File: src/rtl/glb_tile_evt_pipe_pkg.sv
// Shared defaults and types for the GLB tile event/packet staging block.
// Latency: n/a (declarations only).
// Backpressure: n/a (pure pulse/pipe logic, no ready signals).
package glb_tile_evt_pipe_pkg;

  localparam int NUM_CH_DEF    = 3;
  localparam int START_LAT_DEF = 1;
  localparam int IRQ_LAT_DEF   = 1;
  localparam int PKT_WIDTH_DEF = 64;
  localparam int PKT_LAT_DEF   = 1;
  localparam int CNT_WIDTH_DEF = 4;

  // Per-channel activity: BUSY from an accepted start until its done pulse.
  typedef enum logic {
    IDLE = 1'b0,
    BUSY = 1'b1
  } evt_state_e;

endpackage

File: src/rtl/glb_tile_evt_pipe_if.sv
// Event and packet bundle between the tile boundary/core and the staging block.
// Latency: n/a (wires only).
// Backpressure: none; pulses and packets are fire-and-forget.
interface glb_tile_evt_pipe_if
  import glb_tile_evt_pipe_pkg::*;
#(
  parameter int NUM_CH    = NUM_CH_DEF,
  parameter int PKT_WIDTH = PKT_WIDTH_DEF,
  parameter int CNT_WIDTH = CNT_WIDTH_DEF
);
  logic [NUM_CH-1:0]           start_pulse;
  logic [NUM_CH-1:0]           start_pulse_int;
  logic [NUM_CH-1:0]           done_pulse_int;
  logic [NUM_CH-1:0]           irq_pulse;
  logic [NUM_CH-1:0]           irq_pending;
  logic [NUM_CH*CNT_WIDTH-1:0] irq_count;
  logic [NUM_CH-1:0]           irq_clr;
  logic [NUM_CH-1:0]           busy;
  logic [NUM_CH-1:0]           start_overrun;
  logic [PKT_WIDTH-1:0]        pkt_w2e_in;
  logic [PKT_WIDTH-1:0]        pkt_w2e_out;
  logic [PKT_WIDTH-1:0]        pkt_e2w_in;
  logic [PKT_WIDTH-1:0]        pkt_e2w_out;

  // Driver side: tile boundary plus core completion pulses.
  modport master (
    output start_pulse, done_pulse_int, irq_clr, pkt_w2e_in, pkt_e2w_in,
    input  start_pulse_int, irq_pulse, irq_pending, irq_count, busy,
           start_overrun, pkt_w2e_out, pkt_e2w_out
  );

  // Staging block side.
  modport slave (
    input  start_pulse, done_pulse_int, irq_clr, pkt_w2e_in, pkt_e2w_in,
    output start_pulse_int, irq_pulse, irq_pending, irq_count, busy,
           start_overrun, pkt_w2e_out, pkt_e2w_out
  );
endinterface

File: src/rtl/glb_evt_chan.sv
// One event channel: start delay + IDLE/BUSY gate, done-to-irq delay, sticky pending/count/overrun.
// Latency: START_LAT cycles start->start_pulse_int, IRQ_LAT cycles done->irq_pulse, +1 to pending/count.
// Backpressure: none; a start arriving while BUSY is dropped and flagged as overrun.
module glb_evt_chan
  import glb_tile_evt_pipe_pkg::*;
#(
  parameter int START_LAT = START_LAT_DEF,
  parameter int IRQ_LAT   = IRQ_LAT_DEF,
  parameter int CNT_WIDTH = CNT_WIDTH_DEF
) (
  input  logic                 clk,
  input  logic                 reset,
  input  logic                 start_pulse,
  input  logic                 done_pulse,
  input  logic                 irq_clr,
  output logic                 start_pulse_int,
  output logic                 irq_pulse,
  output logic                 irq_pending,
  output logic [CNT_WIDTH-1:0] irq_count,
  output logic                 busy,
  output logic                 start_overrun
);

  localparam logic [CNT_WIDTH-1:0] CNT_MAX = '1;
  localparam logic [CNT_WIDTH-1:0] CNT_ONE = CNT_WIDTH'(1);

  logic       st_tap;
  logic       irq_tap;
  logic       start_acc;
  logic       ovr_set;
  evt_state_e state_q;
  evt_state_e state_d;

  // Passthrough taps are gated so outputs stay low while reset is held.
  if (START_LAT == 0) begin : g_st_pass
    assign st_tap = start_pulse & reset;
  end else begin : g_st_dly
    logic [START_LAT-1:0] st_sr;
    // start delay line, shifts every cycle regardless of clk_en
    always_ff @(posedge clk or negedge reset)
      if (!reset) st_sr <= '0;
      else        st_sr <= (st_sr << 1) | START_LAT'(start_pulse);
    assign st_tap = st_sr[START_LAT-1];
  end

  if (IRQ_LAT == 0) begin : g_irq_pass
    assign irq_tap = done_pulse & reset;
  end else begin : g_irq_dly
    logic [IRQ_LAT-1:0] irq_sr;
    // done-to-interrupt delay line; every done is forwarded, never merged
    always_ff @(posedge clk or negedge reset)
      if (!reset) irq_sr <= '0;
      else        irq_sr <= (irq_sr << 1) | IRQ_LAT'(done_pulse);
    assign irq_tap = irq_sr[IRQ_LAT-1];
  end

  // channel state register
  always_ff @(posedge clk or negedge reset)
    if (!reset) state_q <= IDLE;
    else        state_q <= state_d;

  // start acceptance: a done in the same cycle frees the slot for a new start
  always_comb begin
    state_d   = state_q;
    start_acc = 1'b0;
    ovr_set   = 1'b0;
    case (state_q)
      IDLE: begin
        if (st_tap) begin
          start_acc = 1'b1;
          state_d   = BUSY;
        end
      end
      BUSY: begin
        if (st_tap) begin
          if (done_pulse) start_acc = 1'b1;
          else            ovr_set   = 1'b1;
        end else if (done_pulse) begin
          state_d = IDLE;
        end
      end
      default: state_d = IDLE;
    endcase
  end

  // sticky pending/count/overrun; a new event beats a coincident clear
  always_ff @(posedge clk or negedge reset) begin
    if (!reset) begin
      irq_pending   <= 1'b0;
      irq_count     <= '0;
      start_overrun <= 1'b0;
    end else begin
      if (irq_tap) begin
        irq_pending <= 1'b1;
        if (irq_clr)                   irq_count <= CNT_ONE;
        else if (irq_count != CNT_MAX) irq_count <= irq_count + 1'b1;
      end else if (irq_clr) begin
        irq_pending <= 1'b0;
        irq_count   <= '0;
      end
      if (ovr_set)      start_overrun <= 1'b1;
      else if (irq_clr) start_overrun <= 1'b0;
    end
  end

  assign start_pulse_int = start_acc;
  assign irq_pulse       = irq_tap;
  assign busy            = (state_q == BUSY);

endmodule

File: src/rtl/glb_tile_evt_pipe.sv
// GLB tile staging: per-channel event gating/irq bookkeeping, clk_en delay, two packet pipes.
// Latency: clk_en 1 cycle; events per glb_evt_chan; packets PKT_LAT enabled cycles.
// Backpressure: none; packet stages hold while clk_en is low.
module glb_tile_evt_pipe
  import glb_tile_evt_pipe_pkg::*;
#(
  parameter int NUM_CH    = NUM_CH_DEF,
  parameter int START_LAT = START_LAT_DEF,
  parameter int IRQ_LAT   = IRQ_LAT_DEF,
  parameter int PKT_WIDTH = PKT_WIDTH_DEF,
  parameter int PKT_LAT   = PKT_LAT_DEF,
  parameter int CNT_WIDTH = CNT_WIDTH_DEF
) (
  input  logic                 clk,
  input  logic                 reset,
  input  logic                 clk_en,
  output logic                 clk_en_d1,
  glb_tile_evt_pipe_if.slave   bus
);

  logic [PKT_WIDTH-1:0] pkt_in  [2];
  logic [PKT_WIDTH-1:0] pkt_out [2];

  // clk_en delayed one cycle for the core; deliberately not gated by itself
  always_ff @(posedge clk or negedge reset)
    if (!reset) clk_en_d1 <= 1'b0;
    else        clk_en_d1 <= clk_en;

  for (genvar i = 0; i < NUM_CH; i++) begin : g_chan
    glb_evt_chan #(
      .START_LAT (START_LAT),
      .IRQ_LAT   (IRQ_LAT),
      .CNT_WIDTH (CNT_WIDTH)
    ) u_chan (
      .clk             (clk),
      .reset           (reset),
      .start_pulse     (bus.start_pulse[i]),
      .done_pulse      (bus.done_pulse_int[i]),
      .irq_clr         (bus.irq_clr[i]),
      .start_pulse_int (bus.start_pulse_int[i]),
      .irq_pulse       (bus.irq_pulse[i]),
      .irq_pending     (bus.irq_pending[i]),
      .irq_count       (bus.irq_count[i*CNT_WIDTH +: CNT_WIDTH]),
      .busy            (bus.busy[i]),
      .start_overrun   (bus.start_overrun[i])
    );
  end

  // index 0 = west-to-east, 1 = east-to-west
  assign pkt_in[0]       = bus.pkt_w2e_in;
  assign pkt_in[1]       = bus.pkt_e2w_in;
  assign bus.pkt_w2e_out = pkt_out[0];
  assign bus.pkt_e2w_out = pkt_out[1];

  for (genvar d = 0; d < 2; d++) begin : g_pkt
    if (PKT_LAT == 0) begin : g_pass
      assign pkt_out[d] = reset ? pkt_in[d] : '0;
    end else begin : g_pipe
      logic [PKT_WIDTH-1:0] stg [PKT_LAT];
      // packet stages advance together only on enabled cycles
      always_ff @(posedge clk or negedge reset) begin
        if (!reset) begin
          for (int k = 0; k < PKT_LAT; k++) stg[k] <= '0;
        end else if (clk_en) begin
          stg[0] <= pkt_in[d];
          for (int k = 1; k < PKT_LAT; k++) stg[k] <= stg[k-1];
        end
      end
      assign pkt_out[d] = stg[PKT_LAT-1];
    end
  end

endmodule

File: src/flat_wrapper.sv
// flat-port wrapper written by rule: the top's interface ports become plain ports
module glb_tile_evt_pipe_flat import glb_tile_evt_pipe_pkg::*;
#(
  parameter int NUM_CH    = NUM_CH_DEF,
  parameter int START_LAT = START_LAT_DEF,
  parameter int IRQ_LAT   = IRQ_LAT_DEF,
  parameter int PKT_WIDTH = PKT_WIDTH_DEF,
  parameter int PKT_LAT   = PKT_LAT_DEF,
  parameter int CNT_WIDTH = CNT_WIDTH_DEF
)
  (clk, reset, clk_en, clk_en_d1, bus_start_pulse, bus_done_pulse_int, bus_irq_clr, bus_pkt_w2e_in, bus_pkt_e2w_in, bus_start_pulse_int, bus_irq_pulse, bus_irq_pending, bus_irq_count, bus_busy, bus_start_overrun, bus_pkt_w2e_out, bus_pkt_e2w_out);
  glb_tile_evt_pipe_if #(.NUM_CH(NUM_CH), .PKT_WIDTH(PKT_WIDTH), .CNT_WIDTH(CNT_WIDTH)) bus_i ();
  input  logic clk;
  input  logic reset;
  input  logic clk_en;
  output logic clk_en_d1;
  input wire logic [$bits(bus_i.start_pulse)-1:0] bus_start_pulse;
  input wire logic [$bits(bus_i.done_pulse_int)-1:0] bus_done_pulse_int;
  input wire logic [$bits(bus_i.irq_clr)-1:0] bus_irq_clr;
  input wire logic [$bits(bus_i.pkt_w2e_in)-1:0] bus_pkt_w2e_in;
  input wire logic [$bits(bus_i.pkt_e2w_in)-1:0] bus_pkt_e2w_in;
  output wire logic [$bits(bus_i.start_pulse_int)-1:0] bus_start_pulse_int;
  output wire logic [$bits(bus_i.irq_pulse)-1:0] bus_irq_pulse;
  output wire logic [$bits(bus_i.irq_pending)-1:0] bus_irq_pending;
  output wire logic [$bits(bus_i.irq_count)-1:0] bus_irq_count;
  output wire logic [$bits(bus_i.busy)-1:0] bus_busy;
  output wire logic [$bits(bus_i.start_overrun)-1:0] bus_start_overrun;
  output wire logic [$bits(bus_i.pkt_w2e_out)-1:0] bus_pkt_w2e_out;
  output wire logic [$bits(bus_i.pkt_e2w_out)-1:0] bus_pkt_e2w_out;
  assign bus_i.start_pulse = bus_start_pulse;
  assign bus_i.done_pulse_int = bus_done_pulse_int;
  assign bus_i.irq_clr = bus_irq_clr;
  assign bus_i.pkt_w2e_in = bus_pkt_w2e_in;
  assign bus_i.pkt_e2w_in = bus_pkt_e2w_in;
  assign bus_start_pulse_int = bus_i.start_pulse_int;
  assign bus_irq_pulse = bus_i.irq_pulse;
  assign bus_irq_pending = bus_i.irq_pending;
  assign bus_irq_count = bus_i.irq_count;
  assign bus_busy = bus_i.busy;
  assign bus_start_overrun = bus_i.start_overrun;
  assign bus_pkt_w2e_out = bus_i.pkt_w2e_out;
  assign bus_pkt_e2w_out = bus_i.pkt_e2w_out;
  glb_tile_evt_pipe #(.NUM_CH(NUM_CH), .START_LAT(START_LAT), .IRQ_LAT(IRQ_LAT), .PKT_WIDTH(PKT_WIDTH), .PKT_LAT(PKT_LAT), .CNT_WIDTH(CNT_WIDTH)) u_core (.clk(clk), .reset(reset), .clk_en(clk_en), .clk_en_d1(clk_en_d1), .bus(bus_i));
endmodule
File: config.mk
export PLATFORM = sky130hd
export DESIGN_NAME = glb_tile_evt_pipe_flat
export DESIGN_NICKNAME = d
export VERILOG_FILES = /design/src/rtl/glb_tile_evt_pipe_pkg.sv /design/src/rtl/glb_tile_evt_pipe_if.sv /design/src/rtl/glb_evt_chan.sv /design/src/rtl/glb_tile_evt_pipe.sv /design/src/flat_wrapper.sv
export SDC_FILE = /design/constraint.sdc
export NUM_CORES = 1
export LEC_CHECK = 0
export CAP_MARGIN = 5
export CORE_UTILIZATION = 35
export DETAILED_ROUTE_END_ITERATION = 6
export GPL_TIMING_DRIVEN = 0
export PLACE_DENSITY = 0.71
export SETUP_SLACK_MARGIN = 0.15
export SLEW_MARGIN = 25
export SYNTH_ARGS = -nofsm -noshare
export SYNTH_HDL_FRONTEND = slang
export SYNTH_HIERARCHICAL = 1
export SYNTH_SLANG_ARGS = --single-unit
File: constraint.sdc
create_clock -name clk -period 1.4 [get_ports clk]
set_input_delay 0.42 -clock clk [delete_from_list [all_inputs] [get_ports clk]]
set_output_delay 0.42 -clock clk [all_outputs]
set_load 0.005 [all_outputs]
==> metrics.txt, run 1 <==
grt total ovfl 0; Antenna diodes 0; Worst path top cell family by delay flip-flops; RSZ-0062 raised after global routing true; area delta synth->final 60.78%; Buf+Inv Stages, Crit Path 1; WP data required slightly below 1 ns; Slew HR 0.6401; Layout Nets a little under 900; Synth area leaders dfrtp_1 (65%), mux2_2 (24%), clkbuf_8 (1.8%), buf_6 (1.1%), nand2b_1 (0.94%); Syn Area/Cell 16.23 um2; max_cap viols 0; Period Utilization, post-route 1.102; fin crit period 1.543 ns; area share of the largest cell type after synthesis 0.6503; critical path fanouts, max 2; Detailed Place HPWL 11820 um; DR DRC count 0; drt total wl 16340 um; Yosys Warn Count 6; Final WS setup -0.1434 ns; num rows 47; die area approximately 18000 um2; post-synth top area cell dfrtp_1; post-place setup slack -0.7205 ns; worst-skew pair later-pin latency around 0.41 ns; worst ir drop on vdd 0.8116 mV; TritonCTS buffer count 17; Die Height roughly 130 um; vias in the first global route 5055; hold crit path type in -> async; core area 16640 um2; GPL Wtd Cong ~0.80; Gate Count Post-Synth 370; wire length on met3 about 1500 um; Die Wd roughly 130 um; largest net degree at the start of global routing a little over 80; share of layout cells above drive strength 1 0.5292; slowest stage cell, crit path dfrtp_1; Clk pin slew, worst setup/hold paths ~0.060 ns; Synth Cell Area between 6000 and 7000 um2; Antenna Nets Post-Route 0; critical-path cell list nand2b_4 -> and2_4 -> buf_6; Max stage delay on crit path just over 0.4 ns; DRT iter0 DRCs 72; PortBufs 295; Initial Utilization 0.3607; final hold vios 61; ys async rst share 1.000; syn_nets about 510; Arr. time, crit path ~1.1 ns; P_leak around 4.5 nW; status finished with violations; top-count cell post-synth dfrtp_1; Fmax 0.6479 GHz; TNS Setup -0.4828 ns; vias after detailed routing about 4.4k; CTS Buffer Depth 2; kind of critical path reg -> out; Total GRT Usage 0.1931; wire length on met2 between 8000 and 9000 um; # IOs a little under 300; fillers 1356; WL met1 5706 um; sequential share of the synthesized area 0.6503; EDFF count, synth 0; Final setup viols 4; initial antenna violation count 0; Final Skew around 0.0034 ns; Post-synth top cells dfrtp_1 (156), mux2_2 (128), a21oi_1 (9), inv_1 (9), nand2b_1 (9); failing checks negative hold slack, negative setup slack; CTS H-tree lvls 4; Finished Core Util 0.5800; Vias/cell ~4.6; final hold slack -0.06208 ns; drt first pass iters 3; CTS Sinks roughly 160; Main synth FF type dfrtp_1; global-route wire length before repair approximately 26000 um; DR WL/cell 16.78 um; CTS tree done; max layer used met4; crit path launch type register; Worst Setup End Kind output port; R2R setup slack 0.16 ns; pwr/cell area ~1200 nW/um2; post-synth cell types 21; Yosys reg bits about 160; root buffer cell clkbuf_16; Slew Viols, Final 0; Worst-Margin Slew 0.5399 ns
[power by group]
group          internal (W)  switching, W
clock network       0.00276       0.00179
logic               0.00126      0.000717
registers           0.00494      0.000218
[routing by layer]
metal | vias up | global-route usage
met4 | 0 | 0.07727
met5 | - | 0
met1 | 2188 | 0.1995
li1 | 2061 | -
met2 | 176 | 0.3438
met3 | 21 | 0.08084
[worst register-to-register path: cells and delay by family, from the launching register on]
kind / cells / cell delay [ns]
AND/OR/NAND/NOR: 2 / 0.27
flip-flops: 1 / 0.36
adder cells (fa/ha/maj): 1 / 0.16
AO/OA/AOI/OAI: 1 / 0.22
buffers and inverters: 1 / 0.12
[placed cells by master, fill, tap and decap left out, types with 4 or more instances in the layout]
| master | n |
|---|---|
| inv_1 | 9 |
| dfrtp_1 | 156 |
| nand2b_1 | 6 |
| mux2_2 | 128 |
| clkbuf_8 | 11 |
| dlygate4sd2_1 | 4 |
| buf_2 | 152 |
| clkdlybuf4s50_1 | 134 |
| buf_4 | 48 |
| nor3_1 | 6 |
| buf_6 | 17 |
| a21oi_1 | 9 |
| clkbuf_16 | 17 |
[per-stage QoR]
step | total power, W | cells | cell area [um2]
after global routing | 0.01222 | 974 | 9652
after CTS | 0.01175 | 953 | 9440
after floorplan | 0.005846 | 370 | 6003
after detailed placement | 0.007387 | 886 | 9264
after global placement | 0.007310 | 885 | 9231
final | 0.01168 | 974 | 9652
[area by class of cell]
cell class                      count  area (um2)  area share
Sequential cell                   156        3904      0.4045
Inverter                            9       33.78    0.003500
Tap cell                          220       275.3     0.02852
Multi-Input combinational cell    188        1963      0.2034
Buffer                             17       201.4     0.02087
Timing Repair Buffer              352        2685      0.2782
Clock inverter                     10       115.1     0.01193
Clock buffer                       22       474.2     0.04913
[state kept, by name, summed over array words and instances, names as in the netlist]
signal	count
u_core/g_chan.u_chan/irq_pending	3
u_core/g_chan.u_chan/g_st_dly.st_sr	3
u_core/g_chan.u_chan/irq_count	12
u_core/clk_en_d1	1
u_core/g_chan.u_chan/start_overrun	3
u_core/g_chan.u_chan/busy	3
u_core/bus.pkt_e2w_out	64
u_core/g_chan.u_chan/irq_pulse	3
u_core/bus.pkt_w2e_out	64
[repair_timing]
item,4_1_cts,5_1_grt
resized for setup,638,12
hold endpoints to repair,50,3
endpoints found under the setup margin,279,159
setup buffers,35,19
pin swaps,4,6
[logic make-up after synthesis]
family                     Yosys count  share of synthesized area
buffers and inverters               26                    0.03772
AOI/OAI and AO/OA                   24                    0.02876
DFF                                156                     0.6503
and+or+nand+nor                     33                    0.03689
muxes                              128                     0.2401
adders and majority gates            3                   0.006253
[final timing paths]
path / start / to / depth (start not counted)
max: u_core/g_chan[2].u_chan/busy$_DFF_PN0_ / bus_start_pulse_int[2] / 3
min: reset / u_core/bus.pkt_e2w_out[22]$_DFFE_PN0P_ / 1
max reg2reg: u_core/g_chan[0].u_chan/irq_count[0]$_DFFE_PN0P_ / u_core/g_chan[0].u_chan/irq_count[0]$_DFFE_PN0P_ / 5
min reg2reg: u_core/g_chan[1].u_chan/g_st_dly.st_sr$_DFF_PN0_ / u_core/g_chan[1].u_chan/busy$_DFF_PN0_ / 2
max in group asynchronous: reset / u_core/bus.pkt_e2w_out[12]$_DFFE_PN0P_ / 2
min in group clk: bus_done_pulse_int[1] / u_core/g_chan[1].u_chan/irq_pulse$_DFF_PN0_ / 1
Power figures use the tool's default switching activity.
==> run 2: changes to the inputs <==
--- a/config.mk
+++ b/config.mk
@@ -6,6 +6,7 @@
 export NUM_CORES = 1
 export LEC_CHECK = 0
 export CAP_MARGIN = 5
+export CORE_ASPECT_RATIO = 0.7
 export CORE_UTILIZATION = 35
 export DETAILED_ROUTE_END_ITERATION = 6
 export GPL_TIMING_DRIVEN = 0
==> run 2 against run 1 <==
Compared with the run above: die area is essentially flat; sequential power about the same; wire length grew 1.0%; the run still ends with negative hold slack, negative setup slack left; critical path type unchanged; utilization rose by 0.83 points.
==> metrics.txt, run 2 (synthesis results as in run 1) <==
status finished with violations; failing checks negative hold slack, negative setup slack; worst ir drop on vdd 0.6988 mV (-14%); final hold slack -0.06207 ns (+0.000005500 ns); dpl cells 891 (+0.56%); Total GRT Usage 0.1900 (-0.003053); Die Wd 158.5 um (+19%); initial antenna violation count 0 (unchanged); fillers 1337 (-1.4%); Vias/cell 4.573 (+0.18%); core area 16540 um2 (-0.60%); Period Utilization, post-route 1.113 (+0.01085); worst reg-to-reg path cell count 9 (+4); largest net degree at the start of global routing 88 (+7.3%); hold crit path type in -> async; Worst-Margin Slew 0.5310 ns (-0.008866 ns); RSZ-0062 raised after global routing true; Arr. time, crit path 1.14 ns (+0.02 ns); Multi-input gate area 1977 um2 (+0.70%); reg2reg start u_core/g_chan[0].u_chan/busy$_DFF_PN0_; Worst Setup End Kind output port; CTS Buffer Depth 2 (unchanged); critical path fanouts, max 2 (unchanged); Non-Filler Instances 979 (+0.51%); Finished Core Util 0.5882 (+0.008275); R2R setup slack -0.05 ns (-0.21 ns); DRT iter0 DRCs 154 (+110%); num rows 39 (-17%); Final WS setup -0.1586 ns (-0.01520 ns); Layout Nets 885 (+0.11%); grt total ovfl 0 (unchanged); WP data required 0.98 ns (about the same); commonest non-fill, non-tap cell in the layout dfrtp_1; drt total wl 16510 um (+1.0%); area delta synth->final 62.09%; vias in the first global route 4878 (-3.5%); pwr/cell area 1252 nW/um2 (+3.4%); fin crit period 1.559 ns (+0.01520 ns); PortBufs 295 (unchanged); worst-skew pair later-pin latency 0.42 ns (about the same); Slew Viols, Final 0 (unchanged); TritonCTS buffer count 17 (unchanged); Pwr Total 0.01218 W (+4.3%); # IOs 296 (unchanged); Final Skew 0.007481 ns (+0.004101 ns); DR DRC count 0 (unchanged); Detailed Place HPWL 11860 um (+0.29%); post-place setup slack -0.7253 ns (-0.004794 ns); crit path launch type register; vias after detailed routing 4477 (+0.70%); max_cap viols 0 (unchanged); Antenna diodes 0 (unchanged); most frequent cells in the layout dfrtp_1 (156), buf_2 (152), clkdlybuf4s50_1 (134); Initial Utilization 0.3629 (+0.002183); Design Area, Final 9731 um2 (+0.82%); Antenna Nets Post-Route 0 (unchanged); root buffer cell clkbuf_16; share of layout cells above drive strength 1 0.5358 (+0.006631); final hold vios 66 (+8.2%); drt first pass iters 4 (+1); Clk pin slew, worst setup/hold paths 0.07 ns (about the same); Die Height 111.6 um (-16%); CTS tree done; Final setup viols 6 (+2); CTS Sinks 156 (unchanged); P_leak 4.495 nW (+0.61%); Fmax 0.6416 GHz (-0.97%); CTS H-tree lvls 4 (unchanged); global-route wire length before repair 25500 um (-3.3%); DR WL/cell 16.86 um (+0.49%); kind of critical path reg -> out; GPL Wtd Cong 0.7646 (-4.2%); die area 17690 um2 (about the same); register area 3904 um2 (unchanged); post-placement cell area 9270 um2 (about the same); worst reg2reg path endpoint u_core/g_chan[0].u_chan/start_overrun$_DFFE_PN0P_; Slew HR 0.6460 (+0.005910)
==> run 2: cell count changes in the layout (fill, tap and decap cells not counted), moves of 2 or more <==
cell           before  now
clkinv_2            3    1
inv_6               0    4
dlygate4sd3_1       2    0
bufinv_16           2    5
buf_4              48   51
clkinv_4            2    0
clkbuf_8           11    8
==> run 2: stage by stage <==
| step | hold WS, ns | setup TNS, ns |
|---|---|---|
| after global placement | 0.4403 | -1012.34 |
| after detailed placement | 0.4028 | -59.38 |
| after floorplan | 0.1244 | 0 |
| after global routing | -0.03764 | -1.353 |
| after CTS | -0.06047 | -0.8709 |
| final | -0.06207 | -0.6568 |
==> run 2: report_power, final <==
part           switching, W  internal [W]  leakage, nW
clock               0.00186       0.00317        0.304
sequential         0.000217       0.00493         1.84
combinational      0.000728       0.00127         2.35
total               0.00280       0.00938         4.50
==> run 2: worst max-delay path, stage by stage, from the launching register on <==
cell and delay (ns):
dfrtp_1 0.42, nand2b_4 0.08, and2_4 0.13, buf_6 0.09
==> run 2: cell type report <==
class / count / share of cell area
multi-input combinational: 188 / 0.2032
timing repair buffer: 353 / 0.2766
sequential: 156 / 0.4012
inverter: 9 / 0.003472
tap: 225 / 0.02893
clock inverter: 13 / 0.02186
buffer: 17 / 0.02070
clock buffer: 18 / 0.04410
==> run 2: worst max path at each step <==
stage / startpoint / endpoint / cells after the start / slack [ns]
2_1_floorplan: u_core/g_chan[0].u_chan/irq_count[0]$_DFFE_PN0P_ / u_core/g_chan[0].u_chan/irq_count[0]$_DFFE_PN0P_ / 4 / 0.18
6_report: u_core/g_chan[1].u_chan/busy$_DFF_PN0_ / bus_start_pulse_int[1] / 3 / -0.16
3_3_place_gp: reset / u_core/g_chan[0].u_chan/irq_count[0]$_DFFE_PN0P_ / 1 / -6.16
5_1_grt: u_core/g_chan[1].u_chan/busy$_DFF_PN0_ / bus_start_pulse_int[1] / 3 / -0.22
4_1_cts: u_core/g_chan[1].u_chan/busy$_DFF_PN0_ / bus_start_pulse_int[1] / 3 / -0.19
3_5_place_dp: bus_done_pulse_int[1] / bus_start_pulse_int[1] / 4 / -0.73
==> run 2: repair_timing <==
item                       CTS  global route
buffers inserted            41            16
hold endpoints to repair    69            36
pin swaps                    4             8
setup endpoints to repair  279           162
resized for setup          647             7
==> run 2: routing by layer <==
metal | global-route usage | up-vias | wire [um]
met5 | 0 | - | 0
met4 | 0.07179 | 0 | 308
met3 | 0.07552 | 28 | 1504
met2 | 0.3225 | 177 | 8262
li1 | - | 2060 | -
met1 | 0.2138 | 2212 | 6432
==> patch 1, RTL diff (flow settings as in run 2) <==
Set the package constant `PKT_WIDTH_DEF` to 128 (it was 64).
--- a/src/rtl/glb_tile_evt_pipe_pkg.sv
+++ b/src/rtl/glb_tile_evt_pipe_pkg.sv
@@ -7,5 +7,5 @@
   localparam int START_LAT_DEF = 1;
   localparam int IRQ_LAT_DEF   = 1;
-  localparam int PKT_WIDTH_DEF = 64;
+  localparam int PKT_WIDTH_DEF = 128;
   localparam int PKT_LAT_DEF   = 1;
   localparam int CNT_WIDTH_DEF = 4;
Interface: changed (resized bus_pkt_e2w_in, bus_pkt_e2w_out, bus_pkt_w2e_in and bus_pkt_w2e_out); port bits go from 296 to 552. The function was not compared with the original's and may differ.
==> patch 1 against run 2 <==
- area after synthesis grew 79%
- critical path depth grew 1
- cell area grew 79%
- routed wire length grew 110%
- non-clock buffer count grew 304
- highest routed layer is now met5
- setup slack lost 0.18 ns
- the flow still finishes with violations (hold timing, setup timing)
- power grew 70%
- sequential cell count grew 128
- critical endpoint unchanged
- cell count grew 79%
- via count grew 77%
- fmax shrank 11%
- combinational power grew 88%
==> patch 1: results (changes against run 2) <==
[run_status]
status=complete, but fails checks  ; unchanged
violations=hold timing, setup timing  ; unchanged

[clock_network]
h-tree-depth=1  ; was 4
post_cts_buffers=59  ; was 41
cts_buffer_depth=3  ; was 2

[global_route]
grt_pass1_wl_um=50500  ; was 25500 um
antenna_found_initial=4  ; was 0
grt_max_degree=83  ; was 88
grt_pass1_vias=8387  ; was 4878

[layout]
fillCellCount=2523  ; was 1337
layout.nets=1585  ; was 885

[timing]
finalWorstSetupSlack_ns=-0.343  ; was -0.159 ns
finalHoldViolations=50  ; was 66
finalSetupViolCount=284  ; was 6
clock_skew_ns=0.00974  ; was 0.00748 ns
holdWs_ns=-0.235  ; was -0.0621 ns

[worst_setup_path]
cp_max_fo=3  ; was 2
cp_data_arrival_time_ns=1.32  ; was 1.14 ns
reg2reg_depth=6  ; was 9
rrSetupSlack_ns=0.05  ; was -0.05 ns
slowest_stage=clkdlybuf4s50_1  ; was dfrtp_1
rr_startpoint=u_core/g_chan[1].u_chan/irq_count[1]  ; was u_core/g_chan[0].u_chan/busy

[logic_synthesis]
syn_area_per_cell_sq_um=16.8  ; was 16.2 sq um
synthTopCellsByArea=dfrtp_1 66%, mux2_2 27%, buf_6 2.7%  ; was dfrtp_1 65%, mux2_2 24%, clkbuf_8 1.8%
ys_seq_area_share_pct=66.0  ; was 65.0%

[power_and_ir_drop]
peakVddDrop_uv=922  ; was 699 uV
leakage_nw=7.94  ; was 4.50 nW

[routing]
wl_per_cell_um=19.7  ; was 16.9 um
viasPerCell=4.53  ; was 4.57
wl_met1_um=12800  ; was 6430 um
wl_met3_um=2880  ; was 1500 um

[place]
place_ws_ns=-0.730  ; was -0.725 ns
dp_hpwl_um=25900  ; was 11900 um

[patch 1: kinds of logic after synthesis]
group / count (synthesis) / share of synthesized area [%]
simple gates: 33 / 2.06
compound gates: 24 / 1.60
mux: 256 / 26.8
fa+ha+maj: 3 / 0.348
flops: 284 / 66.0
buf+inv: 40 / 3.29
[patch 1: power breakdown]
| part | total, mW | switching (mW) | internal (mW) |
|---|---|---|---|
| sequential | 9.40 | 0.398 | 9.01 |
| combinational | 3.77 | 1.38 | 2.40 |
| clock | 7.53 | 3.18 | 4.35 |
[patch 1: worst max-delay path by stage]
stage | startpoint | to | slack [ns] | cells past startpoint
6_report | bus_done_pulse_int[1] | bus_start_pulse_int[1] | -0.34 | 4
5_1_grt | u_core/g_chan[1].u_chan/busy | bus_start_pulse_int[1] | -0.39 | 3
4_1_cts | u_core/g_chan[1].u_chan/busy | bus_start_pulse_int[1] | -0.36 | 3
3_5_place_dp | bus_done_pulse_int[2] | bus_start_pulse_int[2] | -0.73 | 4
3_3_place_gp | reset | u_core/bus.pkt_e2w_out[14] | -12.63 | 1
2_1_floorplan | u_core/g_chan[0].u_chan/irq_count[0] | u_core/g_chan[0].u_chan/irq_count[0] | 0.18 | 4
[patch 1: layer usage]
metal  global-route usage (%)  up-vias
met4                     7.39        4
met3                     7.56       71
met1                     24.1     3927
met5                        0        -
li1                         -     3623
met2                     37.1      298
[patch 1: layout make-up]
type / count / area, sq um / area share (%)
Sequential cell: 284 / 7110 / 40.8
Multi-Input combinational cell: 316 / 3390 / 19.5
Inverter: 9 / 33.8 / 0.194
Buffer: 31 / 320 / 1.84
Antenna cell: 3 / 7.51 / 0.0431
Timing Repair Buffer: 643 / 5130 / 29.4
Clock inverter: 4 / 50.0 / 0.287
Clock buffer: 46 / 860 / 4.94
Tap cell: 412 / 515 / 2.96
==> patch 2, RTL diff (config.mk and constraints of run 2) <==
Made on the original files. Reset style: synchronous (`reset`), changed in 6 clocked blocks.
--- a/src/rtl/glb_evt_chan.sv
+++ b/src/rtl/glb_evt_chan.sv
@@ -38,5 +38,5 @@
     logic [START_LAT-1:0] st_sr;
     // start delay line, shifts every cycle regardless of clk_en
-    always_ff @(posedge clk or negedge reset)
+    always_ff @(posedge clk)
       if (!reset) st_sr <= '0;
       else        st_sr <= (st_sr << 1) | START_LAT'(start_pulse);
@@ -49,5 +49,5 @@
     logic [IRQ_LAT-1:0] irq_sr;
     // done-to-interrupt delay line; every done is forwarded, never merged
-    always_ff @(posedge clk or negedge reset)
+    always_ff @(posedge clk)
       if (!reset) irq_sr <= '0;
       else        irq_sr <= (irq_sr << 1) | IRQ_LAT'(done_pulse);
@@ -56,5 +56,5 @@
 
   // channel state register
-  always_ff @(posedge clk or negedge reset)
+  always_ff @(posedge clk)
     if (!reset) state_q <= IDLE;
     else        state_q <= state_d;
@@ -85,5 +85,5 @@
 
   // sticky pending/count/overrun; a new event beats a coincident clear
-  always_ff @(posedge clk or negedge reset) begin
+  always_ff @(posedge clk) begin
     if (!reset) begin
       irq_pending   <= 1'b0;
--- a/src/rtl/glb_tile_evt_pipe.sv
+++ b/src/rtl/glb_tile_evt_pipe.sv
@@ -23,5 +23,5 @@
 
   // clk_en delayed one cycle for the core; deliberately not gated by itself
-  always_ff @(posedge clk or negedge reset)
+  always_ff @(posedge clk)
     if (!reset) clk_en_d1 <= 1'b0;
     else        clk_en_d1 <= clk_en;
@@ -59,5 +59,5 @@
       logic [PKT_WIDTH-1:0] stg [PKT_LAT];
       // packet stages advance together only on enabled cycles
-      always_ff @(posedge clk or negedge reset) begin
+      always_ff @(posedge clk) begin
         if (!reset) begin
           for (int k = 0; k < PKT_LAT; k++) stg[k] <= '0;
Check against the original RTL: differs if reset is asserted again (counterexample within 4 cycles, from zero or initial values and one cycle with reset low); with reset held inactive, the same outputs for 10 cycles.
==> patch 2 against run 2 <==
- the flow finishes with violations (setup timing)
- core utilization fell by 0.33 points
- largest cell class unchanged
- power fell by 4.6%
- cell area fell by 0.55%
- sequential cell count did not move
- synthesized cell count rose by 9.2%
- die area rose by 0.20%
- clock power fell by 4%
- routed wire length rose by 1.9%
- largest power group unchanged
- area after synthesis rose by 0.21%
- setup slack improved by 0.053 ns
==> patch 2: results (changes against run 2) <==
[run_status]
status=complete, but fails checks  ; unchanged
violations=setup timing  ; was hold timing, setup timing

[logic_synthesis]
synthDistinctLibCells=27  ; was 21
async_flop_share_pct=0  ; was 100%
synth-main-ff-cell=edfxtp_1  ; was dfrtp_1
syn_nets=547  ; was 513
synthTopCellsByArea=edfxtp_1 64%, and3_1 13%, dfxtp_1 9.3%  ; was dfrtp_1 65%, mux2_2 24%, clkbuf_8 1.8%
ys_top_cells_by_count=128 x and3_1, 128 x edfxtp_1, 28 x dfxtp_1  ; was 156 x dfrtp_1, 128 x mux2_2, 9 x a21oi_1, 9 x inv_1, 9 x nand2b_1
synthesis.instances=404  ; was 370
synth-edff-count=128  ; was 0

[worst_setup_path]
rrSetupSlack_ns=0.21  ; was -0.05 ns
cp_slowest_stage_delay_ns=0.32  ; was 0.42 ns

[place]
place_ws_ns=-1.40  ; was -0.725 ns
finalWeightedCongestion=0.776  ; was 0.765
dpl_cell_area_sq_um=9330  ; was 9270 sq um
placed_cells=925  ; was 891
portBuffers=294  ; was 295

[routing]
vias=4604  ; was 4477
drtIter0Drc=253  ; was 154
wl_met3_um=1620  ; was 1500 um
wl_met1_um=6920  ; was 6430 um
drt_wl_total_um=16800  ; was 16500 um
wl_met2_um=8090  ; was 8260 um

[hold_path]
hold_path_class=in2reg  ; was in2async

[clock_network]
cts_resized=687  ; was 647
post_cts_buffers=21  ; was 41

[timing]
relSlewSlack_pct=71.6  ; was 64.6%
holdWs_ns=0.343  ; was -0.0621 ns
worstMarginPinSlew_ns=0.426  ; was 0.531 ns
finalSetupViolCount=4  ; was 6
setup_tns_ns=-0.372  ; was -0.657 ns
finalWorstSetupSlack_ns=-0.105  ; was -0.159 ns

[global_route]
grt_pass1_wl_um=25200  ; was 25500 um
gr-usage-met1_pct=22.2  ; was 21.4%
gr-usage-met2_pct=31.9  ; was 32.3%
grt_usage_pct=19.1  ; was 19.0%
grt_pass1_vias=4743  ; was 4878

[power_and_ir_drop]
peakVddDrop_uv=698  ; was 699 uV
leakage_nw=4.44  ; was 4.50 nW

[layout]
drive_gt1_share_pct=37.7  ; was 53.6%
layout.nets=889  ; was 885

==> patch 2: final timing paths <==
path	startpoint	to	cells after the start
worst max-delay path	u_core/g_chan[0].u_chan/busy	bus_start_pulse_int[0]	3
worst min-delay path	clk_en	u_core/g_pkt[0].g_pipe.stg[0][63]	2
worst max register to register	u_core/g_chan[1].u_chan/irq_count[0]	u_core/g_chan[1].u_chan/irq_count[0]	5
worst min register to register	u_core/g_chan[2].u_chan/g_st_dly.st_sr	u_core/g_chan[2].u_chan/busy	1
==> patch 2: report_power, final <==
| part | switching (mW) | total (mW) | internal [mW] |
|---|---|---|---|
| Clock | 1.85 | 4.84 | 2.98 |
| Combinational | 0.529 | 1.32 | 0.792 |
| Sequential | 0.0951 | 5.46 | 5.37 |
==> patch 2: area by class of cell <==
type / count / area, sq um / share of cell area, %
sequential: 156 / 4450 / 46.0
timing repair buffer: 322 / 2600 / 26.9
multi-input combinational: 215 / 1470 / 15.2
clock buffer: 17 / 425 / 4.40
tap: 225 / 282 / 2.91
buffer: 31 / 240 / 2.48
clock inverter: 15 / 195 / 2.02
inverter: 3 / 11.3 / 0.116
==> patch 2: worst register-to-register path, cell delays in order, from the launching register on <==
cell and delay (ns):
dfxtp_4 0.35, buf_4 0.15, ha_4 0.18, and4_1 0.19, o21ai_1 0.12, a21boi_1 0.08
==> patch 2: logic make-up (layout without fill, tap and decap cells) <==
logic type | count (synthesis) | in the layout | synth area share, %
AND/OR/NAND/NOR | 178 | 179 | 18.8
AO/OA/AOI/OAI | 33 | 33 | 3.74
buffers and inverters | 34 | 388 | 3.66
adder cells (fa/ha/maj) | 3 | 3 | 0.624
flip-flops | 156 | 156 | 73.2
